[config.mk]
export PLATFORM = sky130hd
export DESIGN_NAME = ppe_mc
export DESIGN_NICKNAME = d
export VERILOG_FILES = /design/src/rtl/ppe_mc_pkg.sv /design/src/rtl/ppe_mc_window_sum.sv /design/src/rtl/ppe_mc.sv
export SDC_FILE = /design/constraint.sdc
export NUM_CORES = 1
export LEC_CHECK = 0
export BUFFER_PORTS_ARGS = -buffer_cell sky130_fd_sc_hd__buf_2
export CAP_MARGIN = 20
export CELL_PAD_IN_SITES_DETAIL_PLACEMENT = 1
export CELL_PAD_IN_SITES_GLOBAL_PLACEMENT = 1
export CORE_MARGIN = 1
export CORE_UTILIZATION = 50
export CTS_CLUSTER_SIZE = 14
export DETAILED_ROUTE_END_ITERATION = 10
export PLACE_DENSITY = 0.78
export SLEW_MARGIN = 0
export SYNTH_ARGS = -nofsm -noshare
export SYNTH_HDL_FRONTEND = slang
export SYNTH_SLANG_ARGS = --single-unit
[constraint.sdc]
create_clock -name clk -period 9.29 [get_ports clk]
set_input_delay 1.858 -clock clk [delete_from_list [all_inputs] [get_ports clk]]
set_output_delay 1.858 -clock clk [all_outputs]
set_load 0.005 [all_outputs]
[src/rtl/ppe_mc_pkg.sv]
// Shared definitions for the multi-channel partial PE: opcodes, FSM states,
// packet field positions and packet builders.
package ppe_mc_pkg;

  localparam logic OP_WEIGHT = 1'b0;
  localparam logic OP_INPUT  = 1'b1;

  typedef enum logic [1:0] {
    ST_IDLE = 2'd0,
    ST_CALC = 2'd1,
    ST_SEND = 2'd2,
    ST_REQ  = 2'd3
  } state_e;

  function automatic int pkt_width(input int addr_w, input int data_w);
    return addr_w + 1 + data_w;
  endfunction

  function automatic int pkt_op_bit(input int data_w);
    return data_w;
  endfunction

  function automatic int pkt_dest_lsb(input int data_w);
    return data_w + 1;
  endfunction

  // Built at 64 bits; the caller keeps the low PKT_W bits.
  function automatic logic [63:0] mk_psum_pkt(input int data_w, input int sum_w,
                                               input logic [7:0] dest,
                                               input logic [31:0] psum,
                                               input logic [4:0] j);
    logic [63:0] mask;
    logic [63:0] pkt;
    mask = (64'd1 << sum_w) - 64'd1;
    pkt  = {32'd0, psum} & mask;
    pkt  = pkt | ({59'd0, j} << sum_w);
    pkt  = pkt | ({56'd0, dest} << pkt_dest_lsb(data_w));
    return pkt;
  endfunction

  function automatic logic [63:0] mk_req_pkt(input int data_w,
                                             input logic [7:0] dest,
                                             input logic [7:0] my_id);
    logic [63:0] pkt;
    pkt = {56'd0, my_id};
    pkt = pkt | ({56'd0, dest} << pkt_dest_lsb(data_w));
    return pkt;
  endfunction

endpackage

[src/rtl/ppe_mc_window_sum.sv]
// Masked adder tree: sums the weights whose window bit is set, sign-extended
// to the partial-sum width.
module ppe_window_sum #(
  parameter int FILTER_SIZE = 5,
  parameter int WEIGHT_W    = 8,
  parameter int SUM_W       = 14
) (
  input  logic [FILTER_SIZE-1:0]          window,
  input  logic [FILTER_SIZE*WEIGHT_W-1:0] weights,
  output logic signed [SUM_W-1:0]         psum
);

  logic signed [SUM_W-1:0]    acc_s;
  logic signed [WEIGHT_W-1:0] w_s;

  // Accumulate the selected taps
  always_comb begin
    acc_s = '0;
    w_s   = '0;
    for (int k = 0; k < FILTER_SIZE; k++) begin
      w_s = weights[k*WEIGHT_W +: WEIGHT_W];
      if (window[k]) begin
        acc_s = acc_s + SUM_W'(w_s);
      end else begin
        acc_s = acc_s;
      end
    end
  end

  assign psum = acc_s;

endmodule

[src/rtl/ppe_mc.sv]
// Multi-channel partial PE: holds NUM_CH kernels, emits one psum packet per
// (window, channel) for each received ifmap row, then requests the next row.
module ppe_mc
  import ppe_mc_pkg::*;
#(
  parameter int ADDR_W      = 4,
  parameter int DATA_W      = 25,
  parameter int WEIGHT_W    = 8,
  parameter int SUM_W       = 14,
  parameter int FILTER_SIZE = 5,
  parameter int IFMAP_W     = 25,
  parameter int NUM_CH      = 2,
  parameter int SPE_BASE    = 0,
  parameter int IMEM_ID     = 10,
  parameter int MY_ID       = 0,
  parameter int PKT_W       = pkt_width(ADDR_W, DATA_W)
) (
  input  logic             clk,
  input  logic             rst_n,
  input  logic             in_valid,
  output logic             in_ready,
  input  logic [PKT_W-1:0] in_pkt,
  output logic             out_valid,
  input  logic             out_ready,
  output logic [PKT_W-1:0] out_pkt,
  output logic             busy,
  output logic             err_early
);

  localparam int NWT      = FILTER_SIZE * NUM_CH;
  localparam int OUT_DIM  = IFMAP_W - FILTER_SIZE + 1;
  localparam int WPTR_W   = $clog2(NWT + 2);
  localparam int WIDX_W   = $clog2(NWT);
  localparam int OP_BIT   = pkt_op_bit(DATA_W);
  localparam int DEST_LSB = pkt_dest_lsb(DATA_W);

  state_e state_r;
  state_e state_nxt_s;

  logic                in_ready_r;
  logic                out_valid_r;
  logic                busy_r;
  logic                err_early_r;
  logic                w_full_r;
  logic [PKT_W-1:0]    out_pkt_r;
  logic [WPTR_W-1:0]   wptr_r;
  logic [IFMAP_W-1:0]  row_r;
  logic [4:0]          j_r;
  logic [1:0]          c_r;
  logic [WEIGHT_W-1:0] wmem_r [NWT];

  logic                          in_fire_s;
  logic                          out_fire_s;
  logic                          is_input_s;
  logic                          last_pair_s;
  logic                          wr_en_s;
  logic                          wr_hi_s;
  logic [WPTR_W-1:0]             wptr_inc1_s;
  logic [WPTR_W-1:0]             wptr_inc2_s;
  logic [FILTER_SIZE-1:0]        window_s;
  logic [FILTER_SIZE*WEIGHT_W-1:0] weights_s;
  logic signed [SUM_W-1:0]       psum_s;
  logic [7:0]                    psum_dest_s;
  logic [63:0]                   psum_pkt_s;
  logic [63:0]                   req_pkt_s;
  logic                          unused_s;

  assign in_fire_s   = in_valid & in_ready_r;
  assign out_fire_s  = out_valid_r & out_ready;
  assign is_input_s  = (in_pkt[OP_BIT] == OP_INPUT);
  assign last_pair_s = (j_r == 5'(OUT_DIM - 1)) && (c_r == 2'(NUM_CH - 1));
  assign wr_en_s     = in_fire_s & ~is_input_s;
  assign wptr_inc1_s = wptr_r + WPTR_W'(1);
  assign wptr_inc2_s = wptr_r + WPTR_W'(2);
  // The upper byte of the final odd slot has nowhere to go and is dropped.
  assign wr_hi_s     = (wptr_inc1_s < WPTR_W'(NWT));

  assign window_s    = FILTER_SIZE'(row_r >> j_r);
  assign psum_dest_s = 8'(SPE_BASE) + {6'd0, c_r};
  assign psum_pkt_s  = mk_psum_pkt(DATA_W, SUM_W, psum_dest_s, 32'(psum_s), j_r);
  assign req_pkt_s   = mk_req_pkt(DATA_W, 8'(IMEM_ID), 8'(MY_ID));
  assign unused_s    = ^{in_pkt[PKT_W-1:DEST_LSB], psum_pkt_s[63:PKT_W],
                         req_pkt_s[63:PKT_W]};

  // Present the current channel's kernel to the shared adder tree
  always_comb begin
    weights_s = '0;
    for (int k = 0; k < FILTER_SIZE; k++) begin
      weights_s[k*WEIGHT_W +: WEIGHT_W] = wmem_r[WIDX_W'(int'(c_r) * FILTER_SIZE + k)];
    end
  end

  ppe_window_sum #(
    .FILTER_SIZE (FILTER_SIZE),
    .WEIGHT_W    (WEIGHT_W),
    .SUM_W       (SUM_W)
  ) u_window_sum (
    .window  (window_s),
    .weights (weights_s),
    .psum    (psum_s)
  );

  // Next-state selection
  always_comb begin
    state_nxt_s = state_r;
    case (state_r)
      ST_IDLE: begin
        if (in_fire_s && is_input_s && w_full_r) begin
          state_nxt_s = ST_CALC;
        end else begin
          state_nxt_s = ST_IDLE;
        end
      end
      ST_CALC: state_nxt_s = ST_SEND;
      ST_SEND: begin
        if (out_fire_s) begin
          if (last_pair_s) begin
            state_nxt_s = ST_REQ;
          end else begin
            state_nxt_s = ST_CALC;
          end
        end else begin
          state_nxt_s = ST_SEND;
        end
      end
      ST_REQ: begin
        if (out_fire_s) begin
          state_nxt_s = ST_IDLE;
        end else begin
          state_nxt_s = ST_REQ;
        end
      end
      default: state_nxt_s = ST_IDLE;
    endcase
  end

  // Kernel storage survives reset; w_full gates its use
  always_ff @(posedge clk) begin
    if (wr_en_s) begin
      wmem_r[WIDX_W'(wptr_r)] <= in_pkt[WEIGHT_W-1:0];
      if (wr_hi_s) begin
        wmem_r[WIDX_W'(wptr_inc1_s)] <= in_pkt[8 +: WEIGHT_W];
      end
    end
  end

  // Control, row/index state and registered outputs
  always_ff @(posedge clk or negedge rst_n) begin
    if (!rst_n) begin
      state_r     <= ST_IDLE;
      in_ready_r  <= 1'b0;
      busy_r      <= 1'b0;
      out_valid_r <= 1'b0;
      out_pkt_r   <= '0;
      err_early_r <= 1'b0;
      w_full_r    <= 1'b0;
      wptr_r      <= '0;
      row_r       <= '0;
      j_r         <= 5'd0;
      c_r         <= 2'd0;
    end else begin
      state_r    <= state_nxt_s;
      in_ready_r <= (state_nxt_s == ST_IDLE);
      busy_r     <= (state_nxt_s != ST_IDLE);
      case (state_r)
        ST_IDLE: begin
          if (in_fire_s) begin
            if (!is_input_s) begin
              if (wptr_inc2_s >= WPTR_W'(NWT)) begin
                wptr_r   <= '0;
                w_full_r <= 1'b1;
              end else begin
                wptr_r <= wptr_inc2_s;
              end
            end else if (w_full_r) begin
              row_r <= in_pkt[IFMAP_W-1:0];
              j_r   <= 5'd0;
              c_r   <= 2'd0;
            end else begin
              err_early_r <= 1'b1;
            end
          end
        end
        ST_CALC: begin
          out_pkt_r   <= psum_pkt_s[PKT_W-1:0];
          out_valid_r <= 1'b1;
        end
        ST_SEND: begin
          if (out_fire_s) begin
            if (last_pair_s) begin
              out_pkt_r <= req_pkt_s[PKT_W-1:0];
            end else begin
              out_valid_r <= 1'b0;
              if (c_r == 2'(NUM_CH - 1)) begin
                c_r <= 2'd0;
                j_r <= j_r + 5'd1;
              end else begin
                c_r <= c_r + 2'd1;
              end
            end
          end
        end
        ST_REQ: begin
          if (out_fire_s) begin
            out_valid_r <= 1'b0;
          end
        end
        default: out_valid_r <= 1'b0;
      endcase
    end
  end

  assign in_ready  = in_ready_r;
  assign out_valid = out_valid_r;
  assign out_pkt   = out_pkt_r;
  assign busy      = busy_r;
  assign err_early = err_early_r;

endmodule

==> results of run 1 <==
-- worst max-delay path: cells and delay by family, from the launching register on --
kind	cells	cell delay (ps)
flops	1	680
mux	2	640
simple gates	5	1350
buf+inv	2	340
compound gates	17	3480
xor+xnor	3	550
fa+ha+maj	5	1560
-- power groups by stage --
stage / clock, uW / combinational (uW) / sequential [uW]
floorplan: 0 / 1160 / 792
finish: 732 / 1450 / 860
global route: 761 / 1600 / 876
global placement: 0 / 1380 / 866
CTS: 742 / 1450 / 858
detailed placement: 0 / 1440 / 868
-- cell type report --
class                      instances  area, um2
fill                            2345       9650
multi-input combinational        781       6730
sequential                       144       4010
timing repair buffer              77        457
clock buffer                      18        450
tap                              280        350
clock inverter                    14        163
inverter                          37        145
-- cell families (layout without fill, tap and decap cells) --
group	after synthesis	in the layout	share of synthesized area, %
mux	200	200	24.7
fa+ha+maj	58	58	6.71
other cells	1	8	0.0333
simple gates	235	235	10.1
compound gates	245	245	14.6
xor+xnor	35	35	2.84
buf+inv	146	146	5.44
flops	144	144	35.5
-- layer usage --
metal / vias up / share of wire (%) / routed length [um]
met5: - / 0 / 0
met4: 0 / 2.7 / 841
met3: 58 / 3.5 / 1100
met2: 204 / 50 / 15600
met1: 4412 / 44 / 13800
li1: 3964 / - / -
-- worst paths after layout --
check	cells after the start	end	slack (ps)
min in group asynchronous	2	out_pkt[9]	1580
worst max register to register	34	out_pkt[13]	610
worst min register to register	1	err_early	480
worst min-delay path	1	err_early	480
max in group asynchronous	2	c_r[0]	7060
worst max-delay path	34	out_pkt[13]	610
-- timing repair --
action	CTS	global route
endpoints found under the setup margin	0	2
resized for setup	0	3
setup buffers	0	3
-- through the flow --
step	hold slack, ps	setup WS [ps]	instances
finish	475	608	1351
global route	507	13.3	1351
CTS	479	401	1346
detailed placement	463	664	1314
global placement	451	843	1313
floorplan	460	893	1071
-- state kept, by name (all words and copies together), names as in the netlist, 2 cells and up --
signal / cells
out_pkt: 22
j_r: 5
c_r: 2
row_r: 25
state_r: 2
wmem_r: 80
wptr_r: 3
-- Yosys cell counts, types with 9 or more instances --
cell      instances
inv_1            32
dfrtp_1          64
nand2_1          79
a21oi_1          58
edfxtp_1         80
nor2b_1          18
a21o_1           23
mux4_2           51
mux2_2          101
clkbuf_1         84
mux2i_1          44
buf_4            10
nor2_1           51
o21ai_0          45
ha_1             54
nand2b_1         10
nor3_1           22
xor2_1            9
a211oi_1         39
xnor2_1          25
nand3_1           9
==> impl_results.md, run 1 <==
- Number of instances in the synthesized netlist: 1064
- Most instantiated flip-flop cell in the synthesis netlist: edfxtp_1
- Largest net degree at the start of global routing: 65
- Final setup fails: 0
- Power Internal: 1830 uW
- Achievable frequency: 115 MHz
- Slew margin rel.: 35.5%
- CP Launch Point: j_r[2]
- Vias in the first global route: 9231
- Clock network fraction of total power: 24.0%
- Routed wire length: 31300 um
- Mean routed wirelength per cell: 23.2 um
- Violated checks: DRC
- Number of buffers created by CTS: 17
- Total Die Area: 23100 um2
- Startpoint kind of the worst setup timing path: flip-flop
- Outcome: finished, violations left
- Cell Area, Placed: 11600 um2
- Comb pwr share: 47.7%
- Most frequent cell on the critical path: ha_1
- Switching power of the nets: 1210 uW
- Die outline width: 152 um
- Rows: 54
- Part of the total power dissipated in sequential elements: 28.2%
- Port Buf Inserts: 55
- Global-route layer with the greatest usage: met2
- Met2 global-route usage: 49.3%
- Max_cap viols: 0
- Crit path time final: 8680 ps
- Clock Root Buffer: clkbuf_16
- Switching Fraction: 39.9%
- TNS Setup: 0 ps
- HPWL Detailed: 23300 um
- Hold buffers post-CTS: 0
- Top library cells by usage in the layout, fill and taps aside: 101 x mux2_2, 80 x edfxtp_1, 79 x nand2_1
- Initial core utilization: 51.3%
- Total gr overflow: 0
- Average footprint of a synthesized cell: 10.6 um2
- Leading area contributor after synthesis: edfxtp_1
- Gpl congestion: 0.925
- Leading cell types by total area after synthesis: edfxtp_1 21%, dfrtp_1 14%, mux4_2 10%, mux2_2 10%, ha_1 6.0%
- Drt initial violations: 459
- Top cell type's share of synthesized area: 21.3%
- Sequential fraction of the synthesis area: 35.5%
- Max IR drop VDD: 0.125 mV
- Measured slew at the worst slew-check pin: 959 ps
- Post-route ant nets: 0
- Origin of the critical flop-to-flop path: j_r[2]
- Clock Path Buffers: 2
- Max-slew violation count: 0
- Final Hold Vio Count: 0
- CP Max Fanout: 13
- DRC violation count after routing: 4
- Via density: 6.39
- Clock latency at the later pin of the worst-skew pair: 440 ps
- Number of synthesized flops with an enable pin: 80
- Hold path startpoint: err_early
- Clock sink count: 144
- Leading cell type in the layout, fill and taps excluded: mux2_2
- Flop and latch count out of synthesis: 144
- Total number of yosys warnings: 0
- Final Power: 3050 uW
- Slowest cell on crit path: dfrtp_1
- DRT Pass-1 Iters: 7
- Crit end category: flip-flop
- Summed area of non-filler cells in the final layout: 12300 um2
- Met3 track demand over resource in global routing: 3.99%
- GR Util All Layers: 28.5%
- Clock slew at the register clock pins of the worst setup and hold paths: 80 ps
- Fraction of synthesis flops using an asynchronous set or reset pin: 44.4%
- Wire length of the first global-routing pass: 51200 um
- Hold crit path type: flip-flop to flip-flop
- Data required time at the worst endpoint: 9680 ps
- Maximum cell stage delay along the critical path: 680 ps
- H-tree depth: 4
- Fraction of layout instances using a drive strength above 1: 26.8%
- Final cell utilization of the core: 56.0%
- Antenna violations before repair: 0
- Met1 layer usage reported by global route: 36.5%
- Number of diodes added for antenna fixing: 0
- Vert. Die Dim: 152 um
- Power density normalized to cell area: 248 nW/um2
- Setup repair after global routing missed its margin: false
- Critical path type: flip-flop to flip-flop
- Total vias in the final route: 8638
- Final worst path period share: 93.5%
- Post-synthesis instance area: 11300 um2
- Count of pins on the block boundary: 68
- CP Data Arrival Time: 9070 ps
- Library cells used by synthesis: 71
- Static Leakage: 0.00514 uW
- Layout net count: 1150
- Area inside the core boundary: 22000 um2
- Setup clock skew after layout: 20.1 ps
- CTS tree: done
- Synth-to-layout area growth: 9.23%
Note: power is estimated with default switching activity, not from simulation.
==> run 2, diff against run 1 <==
==> constraint.sdc (replaced) <==
create_clock -name clk -period 9.29 [get_ports clk]
set_input_delay 0.929 -clock clk [delete_from_list [all_inputs] [get_ports clk]]
set_output_delay 0.929 -clock clk [all_outputs]
set_load 0.005 [all_outputs]
==> run 2 against run 1 <==
Net effect:
- the flow still finishes with violations (DRC)
- die area unchanged
- worst hold slack lost 10 ps
- largest power group unchanged
- via count down 1.0%
- sequential power decreased by 0.5%
- non-clock buffer count decreased by 2
==> impl_results.md, run 2 (synthesis gave the netlist of run 1 again) <==
- Final worst path period share: 92.9%
- Final cell utilization of the core: 55.6%
- Data required time at the worst endpoint: 9660 ps
- Flip-flop count of the largest register after layout: 80
- Drt initial violations: 432
- Most frequent cell on the critical path: ha_1
- Worst hold path depth: 1
- Hold path startpoint: err_early
- Area inside the core boundary: 22000 um2
- Critical path type: flip-flop to flip-flop
- Fraction of layout instances using a drive strength above 1: 26.4%
- Violated checks: DRC
- Port Buf Inserts: 55
- Top library cells by usage in the layout, fill and taps aside: 101 x mux2_2, 80 x edfxtp_1, 79 x nand2_1
- CP Data Arrival Time: 9010 ps
- Worst-case setup margin in the final layout: 656 ps
- Crit path time final: 8630 ps
- Total gr overflow: 0
- Hold crit path type: flip-flop to flip-flop
- Vias in the first global route: 9133
- Worst R2R Path Depth: 34
- Total Die Area: 23100 um2
- Clock sink count: 144
- Max_cap viols: 0
- DRC violation count after routing: 5
- CP Max Fanout: 26
- Largest net degree at the start of global routing: 65
- Crit end category: flip-flop
- H-tree depth: 4
- Max-slew violation count: 0
- Post-CTS setup buffer count: 0
- Static Leakage: 0.00509 uW
- Count of pins on the block boundary: 68
- Outcome: finished, violations left
- Number of diodes added for antenna fixing: 0
- Measured slew at the worst slew-check pin: 1000 ps
- Wire length of the first global-routing pass: 49900 um
- Cell Area, Placed: 11700 um2
- Register name with the most flops: wmem_r
- Synth-to-layout area growth: 8.37%
- Rows: 54
- Final setup fails: 0
- Total vias in the final route: 8551
- Leading cell type in the layout, fill and taps excluded: mux2_2
- HPWL Detailed: 23200 um
- Routed wire length: 31000 um
- Initial core utilization: 51.3%
- End of the worst hold path: err_early
- Capturing point of the worst reg2reg path: out_pkt[13]
- Number of buffers created by CTS: 17
- Clock latency at the later pin of the worst-skew pair: 430 ps
- Clock Root Buffer: clkbuf_16
- Worst reg2reg setup slack: 660 ps
- TNS Setup: 0 ps
- Summed area of non-filler cells in the final layout: 12200 um2
- Achievable frequency: 116 MHz
- Clock slew at the register clock pins of the worst setup and hold paths: 70 ps
- Setup clock skew after layout: 12.6 ps
- Clock Path Buffers: 2
- Die outline width: 152 um
- Mean routed wirelength per cell: 22.9 um
- Gpl congestion: 0.918
- Slowest cell on crit path: ha_1
- Final Power: 2950 uW
- Origin of the critical flop-to-flop path: c_r[0]
- Antenna violations before repair: 1
- Startpoint kind of the worst setup timing path: flip-flop
- Post-route ant nets: 0
- Max IR drop VDD: 0.123 mV
- Maximum cell stage delay along the critical path: 690 ps
- Via density: 6.34
- Slew margin rel.: 32.5%
- Vert. Die Dim: 152 um
- GR Util All Layers: 27.8%
- DRT Pass-1 Iters: 8
- Layout net count: 1148
- Final Hold Vio Count: 0
- CTS tree: done
- Power density normalized to cell area: 241 nW/um2
- Setup repair after global routing missed its margin: false
- Worst Setup Slack post-DPL: 758 ps
[run 2: how the worst max path moves through the flow]
stage	start	end	depth (start not counted)
final	c_r[0]	out_pkt[13]	34
after global routing	j_r[2]	out_pkt[13]	35
after CTS	c_r[0]	out_pkt[13]	34
after detailed placement	j_r[0]	out_pkt[13]	35
after global placement	j_r[0]	out_pkt[13]	34
after floorplan	c_r[0]	out_pkt[13]	39
[run 2: through the flow]
stage               hold WS (ps)  cells
floorplan                    460   1071
global placement             451   1314
detailed placement           453   1315
CTS                          469   1347
global route                 479   1349
finish                       465   1349
[run 2: timing repair]
action	in CTS	in global routing
hold buffers	0	0
gates resized for setup	0	2
setup endpoints to repair	0	1
[run 2: power by group]
group	switching (uW)	internal [uW]	total, uW	leakage, uW
combinational	784	664	1450	0.00327
clock	296	347	643	0.000263
sequential	114	743	856	0.00156
total	1190	1750	2950	0.00509
[run 2: worst max-delay path, delay by kind of cell (launching register included)]
family                     cells  cell delay, ps
DFF                            1             680
xor gates and xnor gates       3             560
AOI/OAI and AO/OA             17            3500
and+or+nand+nor                4             620
adders and majority gates      6            2060
buffers and inverters          1              70
muxes                          3            1060
[run 2: per-layer routing]
layer	GRT usage [%]	wire (um)
met1	34.5	13200
met2	49.3	15600
met3	4.31	1470
met4	9.23	664
met5	0	13
[run 2: layout make-up]
type / instances / area, um2
clock buffer: 19 / 433
clock inverter: 13 / 103
fill: 2372 / 9750
inverter: 37 / 141
multi-input combinational: 781 / 6730
sequential: 144 / 4010
tap: 280 / 350
timing repair buffer: 75 / 442
==> run 3, diff against run 2 <==
Settings changed: GPL_ROUTABILITY_DRIVEN set to 1, PLACE_DENSITY 0.78 to 0.77, SYNTH_HIERARCHICAL set to 1.
Clock period 9.29 ns to 9 ns, I/O delays scaled along.
==> run 3 against run 2 <==
Net effect:
- the flow now finishes without violations
- non-clock buffer count up 6
- wire length up 9.0%
- fmax up 2.6%
- critical path depth up 4
- cell count up 6.1%
- clock skew up 2.5 ps
- worst setup slack worse by 69 ps
- die area up 5.2%
- register-to-register slack worse by 70 ps
- critical endpoint unchanged
- highest routed layer is now met4
==> impl_results.md, run 3 <==
- Outcome: completed
- Port Buf Inserts: 55
- Fraction of synthesis flops using an asynchronous set or reset pin: 44.4%
- Flop and latch count out of synthesis: 144
- Antenna violations before repair: 0
- Slew margin rel.: 23.7%
- Initial core utilization: 51.7%
- Total Die Area: 24300 um2
- Final cell utilization of the core: 55.8%
- Number of instances in the synthesized netlist: 1118
- Vert. Die Dim: 156 um
- Achievable frequency: 119 MHz
- Clock Path Buffers: 2
- Clock Root Buffer: clkbuf_16
- Gpl congestion: 0.826
- Drt initial violations: 678
- Average footprint of a synthesized cell: 10.6 um2
- Post-synthesis instance area: 11900 um2
- Number of buffers created by CTS: 17
- Leading area contributor after synthesis: edfxtp_1
- Clock slew at the register clock pins of the worst setup and hold paths: 70 ps
- Via density: 6.33
- H-tree depth: 4
- Mean routed wirelength per cell: 23.6 um
- Final worst path period share: 93.5%
- CP Data Arrival Time: 8730 ps
- Most instantiated flip-flop cell in the synthesis netlist: edfxtp_1
- Crit end category: flip-flop
- Hold buffers post-CTS: 0
- Max-slew violation count: 0
- Top library cells by usage in the layout, fill and taps aside: 98 x mux2_2, 93 x nand2_1, 80 x edfxtp_1
- Count of pins on the block boundary: 68
- Final setup fails: 0
- Setup clock skew after layout: 15.2 ps
- DRT Pass-1 Iters: 5
- Rows: 55
- CTS tree: done
- TNS Setup: 0 ps
- Number of synthesized flops with an enable pin: 80
- Post-CTS setup buffer count: 0
- Synth-to-layout area growth: 7.90%
- Startpoint kind of the worst setup timing path: flip-flop
- Total number of yosys warnings: 6
- Leading cell types by total area after synthesis: edfxtp_1 20%, dfrtp_1 14%, mux4_2 11%, mux2_2 9.3%, ha_1 5.3%
- Total gr overflow: 0
- Final Hold Vio Count: 0
- Die outline width: 156 um
- Register name with the most flops: wmem_r
- Most frequent cells after synthesis: 98 x mux2_2, 93 x nand2_1, 80 x edfxtp_1
- Leading cell type in the layout, fill and taps excluded: mux2_2
- Largest net degree at the start of global routing: 65
- Worst-case setup margin in the final layout: 588 ps
- Maximum cell stage delay along the critical path: 560 ps
- Max_cap viols: 0
- Top cell type's share of synthesized area: 20.3%
- GR Util All Layers: 29.0%
- Total vias in the final route: 9059
- Post-route ant nets: 0
- Critical path type: flip-flop to flip-flop
- Flip-flop count of the largest register after layout: 80
- Number of diodes added for antenna fixing: 0
- Worst Setup Slack post-DPL: 402 ps
- Library cells used by synthesis: 85
- CP Max Fanout: 9
- Measured slew at the worst slew-check pin: 1140 ps
- DRC violation count after routing: 0
- Routed wire length: 33800 um
- Most instantiated library cell after synthesis: mux2_2
- Sequential fraction of the synthesis area: 33.8%
- Clock sink count: 144
- Area inside the core boundary: 22900 um2
- Crit path time final: 8410 ps
- Layout net count: 1193
- HPWL Detailed: 24600 um
- Slowest cell on crit path: mux4_2
- Wire length of the first global-routing pass: 53600 um
- Fraction of layout instances using a drive strength above 1: 26.6%
- Clock latency at the later pin of the worst-skew pair: 440 ps
- Hold crit path type: flip-flop to flip-flop
- Data required time at the worst endpoint: 9320 ps
- Vias in the first global route: 9485
==> run 3: cell families (layout without fill, tap and decap cells) <==
kind of cell	Yosys count	in the layout	synth area share, %
fa+ha+maj	56	56	6.13
compound gates	230	230	13.5
simple gates	265	265	11.0
buf+inv	166	159	6.45
xor+xnor	40	40	2.95
mux	216	216	26.1
flops	144	144	33.8
other cells	1	8	0.0316
==> run 3: critical path, delay by kind of cell, from the launching register on <==
family          cells  cell delay [ps]
compound gates     16             3310
fa+ha+maj           6             1940
mux                 3              890
simple gates        7              840
xor+xnor            5              710
flops               1              520
buf+inv             1               70
==> run 3: area by class of cell <==
| type | instances | area, um2 |
|---|---|---|
| Sequential cell | 144 | 4010 |
| Tap cell | 313 | 392 |
| Multi-Input combinational cell | 815 | 7140 |
| Clock buffer | 17 | 425 |
| Fill cell | 2499 | 10100 |
| Timing Repair Buffer | 81 | 488 |
| Inverter | 46 | 173 |
| Clock inverter | 15 | 165 |
==> run 3: path summary, 6_finish.rpt <==
path | slack [ps] | cells past startpoint | from | end
min in group asynchronous | 650 | 2 | rst_n | out_pkt[14]
setup / recovery | 590 | 38 | j_r[0] | out_pkt[13]
hold / removal | 470 | 1 | err_early | err_early
setup reg to reg | 590 | 38 | j_r[0] | out_pkt[13]
max in group asynchronous | 7720 | 2 | rst_n | c_r[0]
hold reg to reg | 470 | 1 | err_early | err_early
==> run 3: timing repair <==
item	CTS	global route
endpoints found under the setup margin	0	1
resized for setup	0	3
hold endpoints to repair	0	0
==> run 3: routing by layer <==
layer	wire length [um]	share of wire, %	GRT usage (%)	up-vias
li1	-	-	-	4122
met1	14900	44	38.5	4618
met2	16400	49	49.0	266
met3	1740	5.2	4.17	53
met4	695	2.1	8.68	0
met5	0	0	0	-
==> run 3: metrics by stage <==
| step | hold WS [ps] | area (um2) | std cells |
|---|---|---|---|
| after CTS | 473 | 12800 | 1431 |
| after detailed placement | 455 | 12200 | 1399 |
| after global routing | 498 | 12800 | 1431 |
| after global placement | 455 | 12200 | 1398 |
| final | 468 | 12800 | 1431 |
| after floorplan | 460 | 11900 | 1125 |
Power of run 3 is left out: the tool's default activity adds up to more than one toggle a clock period on the data nets, which glitch-free logic cannot reach.
